$ cat src/rtl/lhs.sv
// Left-hand operand pre-processor for the ALU: pass, shift left/right through
// carry, or zero, with the result and carry captured on clk when alu_clk is high.
module lhs #(
    parameter int WIDTH = 8
) (
    input  logic             clk,
    input  logic             reset,
    input  logic             alu_clk,
    input  logic [1:0]       operation,
    input  logic [WIDTH-1:0] in,
    input  logic             carry_in,
    output logic [WIDTH-1:0] out,
    output logic             carry_out
);

    logic [WIDTH-1:0] next_out;
    logic             next_carry;

    always_comb begin
        next_out   = '0;
        next_carry = 1'b0;
        case (operation)
            2'b00: begin
                next_out   = in;
                next_carry = carry_in;
            end
            2'b01: begin
                next_out   = {in[WIDTH-2:0], carry_in};
                next_carry = in[WIDTH-1];
            end
            2'b10: begin
                next_out   = {carry_in, in[WIDTH-1:1]};
                next_carry = in[0];
            end
            default: begin
                next_out   = '0;
                next_carry = 1'b0;
            end
        endcase
    end

    // alu_clk is only a capture enable; reset wins over it
    always_ff @(posedge clk) begin
        if (!reset) begin
            out       <= '0;
            carry_out <= 1'b0;
        end else if (alu_clk) begin
            out       <= next_out;
            carry_out <= next_carry;
        end
    end

endmodule

$ cat config.mk
export PLATFORM = sky130hd
export DESIGN_NAME = lhs
export DESIGN_NICKNAME = d
export VERILOG_FILES = /design/src/rtl/lhs.sv
export SDC_FILE = /design/constraint.sdc
export NUM_CORES = 1
export LEC_CHECK = 0
export ABC_AREA = 1
export CAP_MARGIN = 20
export CORE_MARGIN = 10
export CORE_UTILIZATION = 36
export DETAILED_ROUTE_END_ITERATION = 6
export PLACE_DENSITY = 0.73
export SYNTH_ARGS = -nofsm -noshare
export SYNTH_HDL_FRONTEND = slang
export SYNTH_SLANG_ARGS = --single-unit
$ cat constraint.sdc
create_clock -name clk -period 0.8 [get_ports clk]
set_input_delay 0.16 -clock clk [delete_from_list [all_inputs] [get_ports clk]]
set_output_delay 0.16 -clock clk [all_outputs]
set_load 0.03 [all_outputs]
Word level (Yosys, flattened, before mapping)
Cells that the tools add are included.
{ "totals": {"in_bits": 14, "regBits": 9, "out_inout_bits": 9, "wordCells": 7} }
{ "classes": {"n_reduce_logical": 1, "muxes": 2, "eq_ne": 2} }
{ "ops": {"columns": ["operator", "count"], "rows": [
  ["case mux 8 bit (3 select lines)", 1],
  ["case mux 1 bit (3 select lines)", 1],
  ["== test 2 x 1 -> 1 bit, second input constant", 1],
  ["== test 2 bit, second input constant", 1],
  ["logical NOT 2 bit", 1]
]} }

Depth between registers and ports, before layout
{ "depth": {"ltp_word": 2, "mapped_depth": 6, "depth_no_buf": 5} }

Worst setup path before layout
No wires, ideal clock.
{ "synth_path": {"path_type": "register to register", "from": "register carry_out (netlist name)", "to": "register carry_out", "path_stages_with_launch": 3, "path_buffers": 0, "setup_slack_ns": 0.043, "t_required_ns": 0.728, "setup_time_ns": 0.072, "t_arrival_ns": 0.685, "period_less_slack_ns": 0.757, "path_cell_list": "dfxtp_1 nand2_1 a21oi_1"} }
{ "synth_lines": {"columns": ["element", "line_no", "source"], "rows": [
  ["end signal, assigned", "49", "carry_out <= next_carry;"],
  ["end, declared", "13", "output logic carry_out"]
]} }

Worst setup path in the final report
{ "layout_path": {"from": "register out[6]", "to": "output port out[6]"} }
{ "layout_lines": {"columns": ["element", "line_no", "source"], "rows": [
  ["start, declared", "12", "output logic [WIDTH-1:0] out,"],
  ["start signal, assigned", "48", "out <= next_out;"]
]} }
No word-level cell between the ends.

==> flow_metrics.env <==
export IMPL_setup_viol=9
export IMPL_start_kind="register"
export IMPL_failed_checks="setup timing"
export IMPL_grt_pass1_wl_um=2780
export IMPL_worstSetupEndpoint="out[6]"
export IMPL_end_kind="primary output"
export IMPL_grt_pass1_vias=652
export IMPL_synth_net_count=94
export IMPL_path_max_fanout=2
export IMPL_cp_top_family="flip-flops"
export IMPL_drt_iter0_drc=18
export IMPL_rows=13
export IMPL_hpwl_um=1120
export IMPL_swShare_pct=30.3
export IMPL_slew_headroom_pct=86.2
export IMPL_antenna_found_initial=0
export IMPL_htreeDepth=1
export IMPL_p_sw_mw=0.381
export IMPL_worst_slew_pin_slew_ns=0.207
export IMPL_root_buffer="clkbuf_4"
export IMPL_fin_skew_ns=0
export IMPL_ys_ff_latch=9
export IMPL_pwr_share_clk_pct=27.9
export IMPL_fmax_ghz=1.12
export IMPL_rsz0062_at_grt="yes"
export IMPL_cp_data_required_time_ns=0.64
export IMPL_crit_cells=1
export IMPL_final_max_slew_viol_count=0
export IMPL_routed_wl_um=1800
export IMPL_core_sq_mm=0.00135
export IMPL_detail_route_wl_per_cell_um=13.9
export IMPL_vias=681
export IMPL_holdWs_ns=0.426
export IMPL_fin_setup_tns_ns=-0.734
export IMPL_clk_path_buf_depth=2
export IMPL_avgSynthCellArea_sq_um=6.63
export IMPL_seqPwrFrac_pct=39.4
export IMPL_powerDensity_mw_per_mm2=1340
export IMPL_grt_start_max_net_pins=10
export IMPL_setup_ws_ns=-0.0911
export IMPL_setup_worst_path_class="reg2out"
export IMPL_synthCells=80
export IMPL_ant_nets=0
export IMPL_clock_latency_ns=0.26
export IMPL_die_height_um=58.4
export IMPL_synth_area_leader_cell="dfxtp_1"
export IMPL_die_x_um=58.4
export IMPL_r2r_start="out[3]"
export IMPL_final_common_cell="nand3_1"
export IMPL_cts_buffers=3
export IMPL_drive_gt1_share_pct=36.8
export IMPL_p_comb_share_pct=32.7
export IMPL_layout_worst_path_cycle_share_pct=111
export IMPL_die_area_sq_mm=0.00341
export IMPL_slowest_delay_ns=0.34
export IMPL_area_growth_pct=76.7
export IMPL_track_usage_pct=10.1
export IMPL_crit_arrival_ns=0.73
export IMPL_num_antenna_cells=0
export IMPL_fill_cells=118
export IMPL_hold_violations=0
export IMPL_clk_pin_slew_worst_paths_ns=0.06
export IMPL_rr_endpoint="out[3]"
export IMPL_status="complete, but fails checks"
export IMPL_p_leak_nw=0.438
export IMPL_yosysSeqAreaShare_pct=34.0
export IMPL_setup_worst_path_start="out[6]"
export IMPL_place_gp_congestion=0.832
export IMPL_slowest_stage="dfxtp_2"
export IMPL_portBuffers=22
export IMPL_peakVddDrop_mv=1.12
export IMPL_io_pins=23
export IMPL_viasPerCell=5.28
export IMPL_yosysTopAreaCellShare_pct=34.0
export IMPL_mostFrequentLayoutCells="nand3_1 (27), nand2_1 (26), dlygate4sd2_1 (10), buf_6 (10), dfxtp_2 (9)"
export IMPL_final_nets=129
export IMPL_ys_types=8
export IMPL_multi_input_area_sq_um=323
export IMPL_r2r_setup_slack_ns=0.03
export IMPL_cts_hold_buf=0
export IMPL_synth_area_leaders="dfxtp_1 (34%), nand3_1 (25%), nand2_1 (19%), a21oi_1 (8.5%), buf_6 (6.4%)"
export IMPL_crit_path_cell_trace="buf_6"
export IMPL_first_pass_iters=4
export IMPL_finalCriticalPeriod_ns=0.891
export IMPL_critical_path_buf_inv_count=1
export IMPL_yosys_warnings=0
export IMPL_hp_class="in2reg"
export IMPL_maxCapViolCount=0
export IMPL_drcViolationCount=0
export IMPL_initial_core_util_pct=39.3
export IMPL_cts_tree="built"
export IMPL_clock_sinks=9
export IMPL_grt_remaining_overflow=0
export IMPL_p_int_mw=0.876
export IMPL_reg2reg_depth=4
export IMPL_synth_area_sq_um=531
export IMPL_area_sequential_sq_um=191
==> synthesized netlist by cell type <==
cell      count
nand3_1      27
a21oi_1       9
clkinv_1      2
dfxtp_1       9
nand2_1      27
nor2_8        1
inv_1         2
buf_6         3
==> flip-flops by register name (all words and copies together), names as in the netlist <==
| signal | count |
|---|---|
| carry_out | 1 |
| out | 8 |
==> metrics by stage <==
step	power [mW]	std cells	utilization, %	cell area [sq um]	setup WS, ns
after global placement	0.833	117	56.3	761	-0.516
after global routing	1.33	129	69.4	937	-0.140
after floorplan	0.680	80	-	531	0.0434
final	1.26	129	69.4	937	-0.0911
after detailed placement	0.834	117	56.3	761	-0.527
after CTS	1.25	128	69.0	932	-0.0942
==> per-layer routing <==
layer  up-vias  GRT usage (%)  wire (um)
met5         -              0          0
met4         0           3.36         15
met3         5           6.22        149
met2        22           16.2        912
met1       312           10.7        720
li1        342              -          -
==> power groups by stage <==
stage               Sequential [mW]  Combinational [mW]  Clock (mW)
floorplan                     0.545               0.135           0
global placement              0.495               0.337           0
detailed placement            0.496               0.338           0
CTS                           0.495               0.402       0.357
global route                  0.499               0.440       0.392
finish                        0.496               0.411       0.350
==> worst min path at each step <==
stage                       startpoint         to  slack, ns  depth (start not counted)
final                     operation[0]     out[5]       0.43                          6
after global routing             in[4]     out[4]       0.44                          5
after CTS                     carry_in  carry_out       0.43                          5
after detailed placement     carry_out  carry_out       0.46                          2
after global placement          out[7]     out[7]       0.45                          2
after floorplan                  reset  carry_out       0.36                          2
==> what timing repair did <==
action	4_1_cts	5_1_grt
endpoints found under the setup margin	18	16
pin swaps	1	3
gates cloned	4	0
setup buffers	3	1
resized for setup	40	5
==> logic make-up (layout without fill, tap and decap cells) <==
logic type | Yosys count | in the layout | synth area share (%)
AOI/OAI and AO/OA | 9 | 9 | 8.49
buffers and inverters | 7 | 40 | 9.20
DFF | 9 | 9 | 34.0
and+or+nand+nor | 55 | 56 | 48.3
==> area by class of cell <==
cell class,instances,share of cell area (%)
clock buffer,4,2.80
inverter,4,1.87
multi-input combinational,65,34.4
sequential,9,20.4
tap,15,2.00
timing repair buffer,31,37.9
timing repair inverter,1,0.534
(Power assumes the default switching activity.)
